**config.mk**
```make
export PLATFORM = sky130hd
export DESIGN_NAME = parallel_to_serial
export DESIGN_NICKNAME = d
export VERILOG_FILES = /design/src/rtl/serial_pkg.sv /design/src/rtl/parallel_to_serial.sv
export SDC_FILE = /design/constraint.sdc
export NUM_CORES = 1
export LEC_CHECK = 0
export CELL_PAD_IN_SITES_DETAIL_PLACEMENT = 0
export CELL_PAD_IN_SITES_GLOBAL_PLACEMENT = 1
export CORE_MARGIN = 10
export CORE_UTILIZATION = 32
export CTS_CLUSTER_DIAMETER = 100
export DETAILED_ROUTE_END_ITERATION = 12
export GPL_TIMING_DRIVEN = 0
export HOLD_SLACK_MARGIN = 0.06
export PLACE_DENSITY = 0.7
export SLEW_MARGIN = 20
export SYNTH_ARGS = -nofsm -noshare
export SYNTH_HDL_FRONTEND = slang
export SYNTH_SLANG_ARGS = --single-unit
```
**constraint.sdc**
```tcl
create_clock -name clk -period 1.4 [get_ports clk]
set_input_delay 0.28 -clock clk [delete_from_list [all_inputs] [get_ports clk]]
set_output_delay 0.28 -clock clk [all_outputs]
set_load 0.005 [all_outputs]
```
**src/rtl/serial_pkg.sv**
```systemverilog
`default_nettype none
// ---------------------------------------------------------------------------
// serial_pkg : shared state encoding and line levels for the serialiser
// Rev 1.0
// ---------------------------------------------------------------------------
package serial_pkg;

  localparam logic [1:0] IDLE  = 2'd0;
  localparam logic [1:0] SHIFT = 2'd1;
  localparam logic [1:0] GAP   = 2'd2;

  localparam logic SERIAL_IDLE = 1'b0;

endpackage
`default_nettype wire

```
**src/rtl/parallel_to_serial.sv**
```systemverilog
`default_nettype none
// ---------------------------------------------------------------------------
// parallel_to_serial : MSB-first word serialiser with optional idle gap
// Rev 1.0
// ---------------------------------------------------------------------------
module parallel_to_serial
  import serial_pkg::*;
#(
  parameter int WIDTH      = 4,
  parameter int GAP_CYCLES = 1
) (
  input  logic             clk,
  input  logic             rst,
  input  logic [WIDTH-1:0] in_data,
  input  logic             in_valid,
  output logic             in_ready,
  output logic             serial_out,
  output logic             last_bit,
  output logic             frame_done,
  output logic             busy
);

  localparam int CW = $clog2(WIDTH);
  localparam int GW = (GAP_CYCLES > 1) ? $clog2(GAP_CYCLES) : 1;

  localparam logic [CW-1:0] c_cnt_last = CW'(WIDTH - 1);
  localparam logic [GW-1:0] c_gap_last = GW'((GAP_CYCLES > 0) ? GAP_CYCLES - 1 : 0);

  logic [1:0]       r_state;
  logic [WIDTH-1:0] r_shreg;
  logic [CW-1:0]    r_bit_cnt;
  logic [GW-1:0]    r_gap_cnt;
  logic             r_serial;
  logic             r_frame_done;

  logic w_last_bit;
  logic w_in_ready;
  logic w_accept;

  assign w_last_bit = (r_state == SHIFT) && (r_bit_cnt == c_cnt_last);
  // With no gap, the last-bit cycle doubles as an acceptance slot so words stream without a bubble.
  assign w_in_ready = (r_state == IDLE) || ((GAP_CYCLES == 0) && w_last_bit);
  assign w_accept   = in_valid && w_in_ready;

  always_ff @(posedge clk or posedge rst) begin
    if (rst) begin
      r_state      <= IDLE;
      r_shreg      <= '0;
      r_bit_cnt    <= '0;
      r_gap_cnt    <= '0;
      r_serial     <= SERIAL_IDLE;
      r_frame_done <= 1'b0;
    end else begin
      r_frame_done <= w_last_bit;
      if (w_accept) begin
        // The MSB goes straight to the output register; the rest waits in the shifter.
        r_state   <= SHIFT;
        r_serial  <= in_data[WIDTH-1];
        r_shreg   <= {in_data[WIDTH-2:0], 1'b0};
        r_bit_cnt <= '0;
      end else begin
        case (r_state)
          SHIFT: begin
            if (w_last_bit) begin
              r_serial  <= SERIAL_IDLE;
              r_shreg   <= '0;
              r_bit_cnt <= '0;
              r_gap_cnt <= '0;
              r_state   <= (GAP_CYCLES > 0) ? GAP : IDLE;
            end else begin
              r_serial  <= r_shreg[WIDTH-1];
              r_shreg   <= {r_shreg[WIDTH-2:0], 1'b0};
              r_bit_cnt <= r_bit_cnt + CW'(1);
            end
          end
          GAP: begin
            if (r_gap_cnt == c_gap_last) begin
              r_gap_cnt <= '0;
              r_state   <= IDLE;
            end else begin
              r_gap_cnt <= r_gap_cnt + GW'(1);
            end
          end
          default: begin
            r_serial <= SERIAL_IDLE;
            r_state  <= IDLE;
          end
        endcase
      end
    end
  end

  assign in_ready   = w_in_ready;
  assign serial_out = r_serial;
  assign last_bit   = w_last_bit;
  assign frame_done = r_frame_done;
  assign busy       = (r_state != IDLE);

endmodule
`default_nettype wire

```
==> flow_metrics.tcl, run 1 <==
set metrics [dict create \
    worstPathMaxFanout 5 \
    dpl.hpwl_um 729.4 \
    place_congestion 0.7586 \
    leakagePower_nw 0.3172 \
    die_h_um 56.14 \
    syn_inst 39 \
    reg2reg_to "r_bit_cnt[0]" \
    crit_end "last_bit" \
    layout.nets 71 \
    finClkSkew_ns 0.005160 \
    fill_cells 100 \
    avgSynthCellArea_um2 10.72 \
    antenna_cells 0 \
    clock_sinks 9 \
    wl_um 1105 \
    end_kind "output pin" \
    ys_seq_elements 9 \
    drtPass1Iterations 2 \
    synth.area.top_cells "dfrtp_1, a32oi_1, nand2_1" \
    hold_viol_final 0 \
    synth_area_um2 417.9 \
    numCtsBuffers 3 \
    postRouteAntennaNets 0 \
    yosysWarnings 0 \
    postLayoutSetupSlackWorst_ns 0.007175 \
    root_buffer "clkbuf_4" \
    cts_tree "done" \
    p_seq_frac 0.317 \
    area_growth_pct 58.68 \
    outcome "complete, no violations" \
    syn-num-nets 47 \
    hp-class "input pin to async pin" \
    die_w_um 56.14 \
    power_density_nw_per_um2 2148 \
    wl_per_cell_um 14.54 \
    post-route-drc-count 0 \
    final_layout_size_suffix_gt1_frac 0.4032 \
    h-tree-depth 1 \
    clockBufferDepth 2 \
    internal_power_mw 0.9429 \
    drv_slew 0 \
    clkLatencyLatePin_ns 0.27 \
    crit_type "register to output pin" \
    setup_viol 0 \
    yosysSeqAreaShare 0.5389 \
    slew_headroom 0.7676 \
    cp.arrival_ns 1.11 \
    placed_cell_area_um2 545.5 \
    rr_startpoint "r_state[1]" \
    clk_pin_slew_ns 0.06 \
    via_per_inst 4.895 \
    maxCapViolations 0 \
    grt_antenna_before_repair 0 \
    row_count 12 \
    startpoint_type "register" \
    dpl_worst_slack_ns -0.2552 \
    grt_usage 0.06889 \
    vias 372 \
    crit_start "r_bit_cnt[1]" \
    pwr-share-comb 0.540 \
    overflow 0 \
    slowest_stage "dfrtp_1" \
    finalCritPeriodShare 0.9949 \
    grt_first_pass_wirelength_um 1676 \
    grt_max_degree 10 \
    ctsHoldBuffers 0 \
    cp_cell_sequence "ha_4, and2_4, buf_6" \
    ir_drop_v 0.0008562 \
    synth_top_area_cell "dfrtp_1" \
    grt_pass1_vias 387 \
    yosysUniqueCellTypes 17 \
    r2r_slack_ns 0.12 \
    fmax_mhz 718.0 \
    coreArea_um2 1171 \
    clkPwrFrac 0.142 \
    synth_top_cell_area_share 0.5389 \
    initial_core_util 0.3568 \
    required_ns 1.12 \
    slowest_delay_ns 0.41 \
    power_switching_mw 0.4815 \
    die_area_um2 3151 \
    tightest_slew_ns 0.3482 \
    ios 12 \
    portBuffers 11 \
    stdcell_area_um2 663.1 \
    min_period_ns 1.393 \
    first_iter_violations 4 \
    rr_worst_depth 4 \
    rsz0062_at_grt "true" \
    switching_share 0.3380 \
]
## kinds of logic after synthesis
logic type               after synthesis  share of synthesized area
flip-flops                             9                     0.5389
AO/OA/AOI/OAI                         10                     0.1617
multiplexers                           1                    0.03592
adder cells (fa/ha/maj)                1                    0.02994
buffers and inverters                  4                    0.03891
AND/OR/NAND/NOR                       14                     0.1946
## area by class of cell
cell class,count,area (um2),share of cell area
tap,14,17.52,0.02642
multi-input combinational,26,206.4,0.3113
timing repair buffer,19,163.9,0.2472
sequential,9,226.5,0.3415
buffer,1,11.26,0.01698
clock buffer,4,26.28,0.03962
inverter,3,11.26,0.01698
## worst min path at each step
stage	start	endpoint	slack [ns]	depth (start not counted)
floorplan	rst	frame_done	0.11	1
global placement	r_shreg[2]	r_shreg[3]	0.49	2
detailed placement	r_shreg[2]	r_shreg[3]	0.49	2
CTS	rst	r_shreg[3]	0.29	2
global route	rst	r_shreg[3]	0.31	2
finish	rst	r_shreg[2]	0.28	2
## placed cells by master, fill, tap and decap left out, types with 2 or more instances in the layout
cell type,count
nor3b_1,2
nor2_4,2
a32oi_1,3
o21ai_0,2
clkbuf_4,3
buf_6,3
inv_1,2
buf_4,7
buf_2,2
dfrtp_1,8
a21oi_1,3
clkdlybuf4s50_1,7
nand2_1,5
## power groups by stage
stage | Clock [mW] | Sequential [mW] | Combinational, mW
after CTS | 0.208 | 0.452 | 0.722
after global placement | 0 | 0.439 | 0.519
after floorplan | 0 | 0.429 | 0.329
final | 0.203 | 0.452 | 0.769
after global routing | 0.228 | 0.462 | 0.831
after detailed placement | 0 | 0.447 | 0.530
## cell usage after synthesis
cell type  number
mux2_4          1
ha_1            1
nand2_1         5
nor3b_2         1
a32oi_1         3
inv_1           3
nor2_2          1
nor3b_1         2
and2_1          2
or2_4           1
dfrtp_1         9
nor2_1          2
a21oi_1         3
o21a_1          1
buf_2           1
a22o_1          1
o21ai_0         2
## routing by layer
metal	wire, um	vias up	part of all wire	track usage
li1	-	183	-	-
met1	461	176	0.42	0.06140
met2	542	9	0.49	0.1118
met3	74	4	0.067	0.03417
met5	0	-	0	0
met4	27	0	0.024	0.06143
## registers in the layout, summed over array words and instances, names as in the netlist
| name | cells |
|---|---|
| serial_out | 1 |
| frame_done | 1 |
| r_bit_cnt | 2 |
| r_state | 2 |
| r_shreg | 3 |
## per-stage QoR
stage / setup TNS, ns / hold slack (ns) / util / instances / power, mW
6_report: 0 / 0.2772 / 0.5662 / 76 / 1.424
4_1_cts: 0 / 0.2899 / 0.5545 / 75 / 1.382
3_5_place_dp: -0.9657 / 0.4912 / 0.4658 / 64 / 0.9763
5_1_grt: -0.02655 / 0.3092 / 0.5662 / 76 / 1.521
2_1_floorplan: 0 / 0.1079 / - / 39 / 0.7580
3_3_place_gp: -0.8690 / 0.4878 / 0.4658 / 64 / 0.9574
## critical path, delay by kind of cell (launching register included)
kind                       cells  cell delay (ns)
adders and majority gates      1             0.19
buffers and inverters          1             0.11
DFF                            1             0.41
and+or+nand+nor                1             0.14
## repair_timing
item | in CTS | in global routing
endpoints found under the setup margin | 4 | 2
gates resized for setup | 25 | 1
cloned | 0 | 0
pin swaps | 3 | 2
buffers inserted | 7 | 1
Power figures use the tool's default switching activity.
==> run 2, diff against run 1 <==
- ABC_CLOCK_PERIOD_IN_PS: not set -> 1400
- PLACE_DENSITY: 0.7 -> not set
- PLACE_DENSITY_LB_ADDON: not set -> 0.1
- TNS_END_PERCENT: not set -> 10
==> run 2 against run 1 <==
- worst hold slack improved by 0.0033 ns
- register-to-register slack hardly changed
- power up 2.2%
- die area unchanged
- clock power about the same
- non-clock buffer count stayed put
- first-iteration DRC count stayed put
- global-route usage is 0.41 points higher
- count of clock-buffer cells in the layout is 1 lower
- worst setup slack barely moved
- design area grew 1.5%
- largest power group unchanged
- highest routed layer unchanged
==> flow_metrics.tcl, run 2 (synthesized netlist as in run 1, its figures left out) <==
set metrics [dict create \
    cp_cell_sequence "buf_6, nor2_4, buf_6, inv_2, buf_6" \
    vias 387 \
    antenna_cells 0 \
    place_congestion 0.7586 \
    wl_per_cell_um 14.99 \
    largestRegisters "r_shreg x3, r_bit_cnt x2, r_state x2" \
    grt_first_pass_wirelength_um 1856 \
    slew_headroom 0.7691 \
    finClkSkew_ns 0.001252 \
    power_mw 1.455 \
    cp.arrival_ns 1.11 \
    startpoint_type "register" \
    min_period_ns 1.393 \
    maxCapViolations 0 \
    final_layout_size_suffix_gt1_frac 0.4355 \
    top_register "r_shreg" \
    numCtsBuffers 3 \
    h-tree-depth 1 \
    switching_share 0.3426 \
    cts_tree "done" \
    tightest_slew_ns 0.3460 \
    outcome "complete, no violations" \
    die_h_um 56.14 \
    finalCritPeriodShare 0.9952 \
    crit_type "register to output pin" \
    worstPathMaxFanout 3 \
    final_cell_mix "dfrtp_1, buf_6, clkdlybuf4s50_1, buf_4, nand2_1" \
    coreArea_um2 1171 \
    required_ns 1.12 \
    setup_viol 0 \
    rsz0062_at_grt "true" \
    area_growth_pct 61.08 \
    die_w_um 56.14 \
    clkLatencyLatePin_ns 0.26 \
    row_count 12 \
    fmax_mhz 717.7 \
    layout.nets 71 \
    grt_pass1_vias 414 \
    via_per_inst 5.092 \
    grt_antenna_before_repair 0 \
    grt_usage 0.07301 \
    wl_um 1139 \
    die_area_um2 3151 \
    clk_pin_slew_ns 0.06 \
    portBuffers 11 \
    ios 12 \
    internal_power_mw 0.9566 \
    slowest_delay_ns 0.37 \
    post-route-drc-count 0 \
    ir_drop_v 0.0009892 \
    root_buffer "clkbuf_4" \
    p_seq_frac 0.306 \
    hp-class "input pin to async pin" \
    leakagePower_nw 0.3414 \
    largest_reg_flops 3 \
    drtPass1Iterations 2 \
    drv_slew 0 \
    dpl.hpwl_um 767.8 \
    grt_max_degree 10 \
    first_iter_violations 4 \
    overflow 0 \
    end_kind "output pin" \
    clkPwrFrac 0.141 \
    power_switching_mw 0.4986 \
    layout_commonest_cell "dfrtp_1" \
    setup_tns_ns 0 \
    hold_viol_final 0 \
    clockBufferDepth 2 \
    power_density_nw_per_um2 2162 \
    postRouteAntennaNets 0 \
    initial_core_util 0.3568 \
    pwr-share-comb 0.553 \
    crit_top_cell "buf_6" \
    clock_sinks 9 \
    slowest_stage "dfrtp_1" \
]
==> run 2: what timing repair did <==
item | in CTS | in global routing
gates resized for setup | 22 | 8
hold buffers | 0 | 0
setup buffers | 7 | 1
pin swaps | 3 | 1
setup endpoints to repair | 4 | 3
==> run 2: final cells by class <==
cell class	instances	area [um2]
Buffer	1	11.26
Tap cell	14	17.52
Clock buffer	3	22.52
Sequential cell	9	226.5
Multi-Input combinational cell	26	196.4
Clock inverter	1	5.005
Timing Repair Buffer	19	182.7
Fill cell	107	498.0
Inverter	3	11.26
==> run 2: per-layer routing <==
metal / part of all wire / global-route usage
met1: 0.39 / 0.06658
met2: 0.53 / 0.1276
met3: 0.071 / 0.03645
met4: 0.011 / 0.04096
met5: 0 / 0
==> run 2: power groups by stage <==
stage,Combinational (mW),Sequential [mW],Clock (mW)
2_1_floorplan,0.329,0.429,0
3_3_place_gp,0.519,0.437,0
3_5_place_dp,0.537,0.448,0
4_1_cts,0.709,0.442,0.212
5_1_grt,0.864,0.452,0.223
6_report,0.805,0.445,0.206
==> run 2: final timing paths <==
| check | slack [ns] | cells after the start | end | start |
|---|---|---|---|---|
| setup / recovery | 0.007 | 5 | busy | r_state[1] |
| hold / removal | 0.28 | 2 | r_shreg[2] | rst |
| setup reg to reg | 0.12 | 4 | r_bit_cnt[0] | r_state[1] |
| hold reg to reg | 0.51 | 2 | r_shreg[3] | r_shreg[3] |
| max in group asynchronous | 0.85 | 2 | r_state[0] | rst |
| min in group clk | 0.51 | 2 | r_shreg[3] | r_shreg[3] |
==> run 2: worst max-delay path: cells and delay by family (launching register included) <==
kind / cells / cell delay, ns
flip-flops: 1 / 0.37
buffers and inverters: 4 / 0.37
AND/OR/NAND/NOR: 1 / 0.11
==> run 2: through the flow <==
stage,setup slack [ns],hold slack (ns),instances,util,area [um2]
after detailed placement,-0.2555,0.5026,64,0.4658,545.5
final,0.006742,0.2805,76,0.5748,673.1
after CTS,-0.08412,0.2957,75,0.5491,643.1
after global routing,-0.03679,0.3240,76,0.5748,673.1
after global placement,-0.2630,0.4822,64,0.4658,545.5
after floorplan,0.2867,0.1079,39,-,417.9
==> run 3, diff against run 2 <==
- MAX_ROUTING_LAYER: not set -> met4
- REMOVE_ABC_BUFFERS: not set -> 1
==> run 3 against run 2 <==
- the run now ends with setup timing left
- clock skew decreased by 0.00064 ns
- maximum frequency shrank 2.0%
- global-route usage rose by 0.51 points
- critical path depth is 1 lower
- critical path type unchanged
- final cell count unchanged
- first-iteration DRC count grew to 3.5 times the previous value
- largest power group unchanged
- largest cell class unchanged
- core utilization is 0.43 points lower
==> flow_metrics.tcl, run 3 (synthesized netlist as in run 1, its figures left out) <==
set metrics [dict create \
    antenna_cells 0 \
    failed_checks "setup timing" \
    largest_reg_flops 3 \
    largestRegisters "r_shreg x3, r_bit_cnt x2, r_state x2" \
    overflow 0 \
    portBuffers 11 \
    worstPathMaxFanout 3 \
    rr_startpoint "r_bit_cnt[0]" \
    grt_first_pass_wirelength_um 1911 \
    finClkSkew_ns 0.0006156 \
    finalCritPeriodShare 1.015 \
    die_h_um 56.14 \
    root_buffer "clkbuf_4" \
    setup_viol 1 \
    post-route-drc-count 0 \
    rsz0062_at_grt "true" \
    grt_antenna_before_repair 0 \
    final_layout_size_suffix_gt1_frac 0.4355 \
    postLayoutSetupSlackWorst_ns -0.02145 \
    cp.arrival_ns 1.14 \
    clkLatencyLatePin_ns 0.26 \
    initial_core_util 0.3568 \
    slowest_stage "dfrtp_2" \
    slew_headroom 0.7534 \
    die_w_um 56.14 \
    final_util 0.5705 \
    via_per_inst 5.000 \
    area_growth_pct 59.88 \
    required_ns 1.12 \
    cts_tree "done" \
    crit_family "flip-flops" \
    drv_slew 0 \
    dpl.hpwl_um 743.4 \
    clk_pin_slew_ns 0.06 \
    postRouteAntennaNets 0 \
    rr_worst_depth 4 \
    cp.depth 4 \
    first_iter_violations 14 \
    cp_cell_sequence "buf_6, nor2_4, and2_4, buf_6" \
    power_mw 1.429 \
    slowest_delay_ns 0.44 \
    coreArea_um2 1171 \
    tightest_slew_ns 0.3695 \
    row_count 12 \
    power_density_nw_per_um2 2138 \
    clockBufferDepth 2 \
    clock_sinks 9 \
    drtPass1Iterations 4 \
    r2r_slack_ns 0.15 \
    maxCapViolations 0 \
    hold_viol_final 0 \
    grt_max_degree 10 \
    startpoint_type "register" \
    h-tree-depth 1 \
    crit_top_cell "buf_6" \
    end_kind "output pin" \
    min_period_ns 1.421 \
    ir_drop_v 0.001138 \
    ios 12 \
    grt_pass1_vias 421 \
    reg2reg_to "r_bit_cnt[0]" \
    die_area_um2 3151 \
    hp-class "input pin to async pin" \
    numCtsBuffers 3 \
    stdcell_area_um2 668.1 \
    wl_um 1199 \
    vias 380 \
    placed_cell_area_um2 540.5 \
    grt_usage 0.07810 \
    wl_per_cell_um 15.78 \
    final_cell_mix "dfrtp_1, buf_4, clkdlybuf4s50_1" \
    place_congestion 0.7455 \
    crit_type "register to output pin" \
    layout.nets 71 \
    outcome "complete, but fails checks" \
    fmax_mhz 703.5 \
    critPathBufInv 2 \
    leakagePower_nw 0.3383 \
    top_register "r_shreg" \
]
[run 3: how the worst max path moves through the flow]
| stage | startpoint | endpoint | slack [ns] |
|---|---|---|---|
| after floorplan | r_state[1] | r_bit_cnt[0] | 0.32 |
| after CTS | r_state[1] | last_bit | -0.04 |
| after detailed placement | r_state[0] | last_bit | -0.25 |
| after global routing | r_state[1] | last_bit | -0.07 |
| final | r_state[1] | last_bit | -0.02 |
| after global placement | r_state[0] | last_bit | -0.27 |
[run 3: where the power goes]
group	internal (mW)	switching, mW	total [mW]
Combinational	0.452	0.299	0.751
Clock	0.106	0.0991	0.205
Sequential	0.371	0.102	0.472
Total	0.929	0.500	1.43
[run 3: metal layers]
layer / vias to the layer above / share of wire / global-route usage
met5: - / 0 / -
met4: 0 / 0.0033 / 0.04096
met3: 2 / 0.046 / 0.03417
met2: 10 / 0.53 / 0.1244
met1: 186 / 0.42 / 0.07905
li1: 182 / - / -
[run 3: cell type report]
cell class / count / area, um2
well taps: 14 / 17.52
fillers: 97 / 503.0
clock buffers: 3 / 22.52
multi-input cells: 26 / 206.4
flip-flops and latches: 9 / 227.7
inverters: 3 / 11.26
clock inverters: 1 / 5.005
repair buffers: 20 / 177.7
[run 3: stage by stage]
step,cells,TNS (ns),setup WS (ns),hold WS (ns)
CTS,73,-0.04068,-0.04068,0.2937
detailed placement,63,-1.011,-0.2514,0.4906
global route,76,-0.07016,-0.07016,0.3073
finish,76,-0.02145,-0.02145,0.2921
floorplan,38,0,0.3166,0.1079
global placement,63,-0.8649,-0.2698,0.4822
[run 3: what timing repair did]
action,in CTS,in global routing
resized for setup,23,3
endpoints found under the setup margin,4,3
hold buffers,0,0
pin swaps,4,3
setup buffers,6,3
gates cloned,0,0
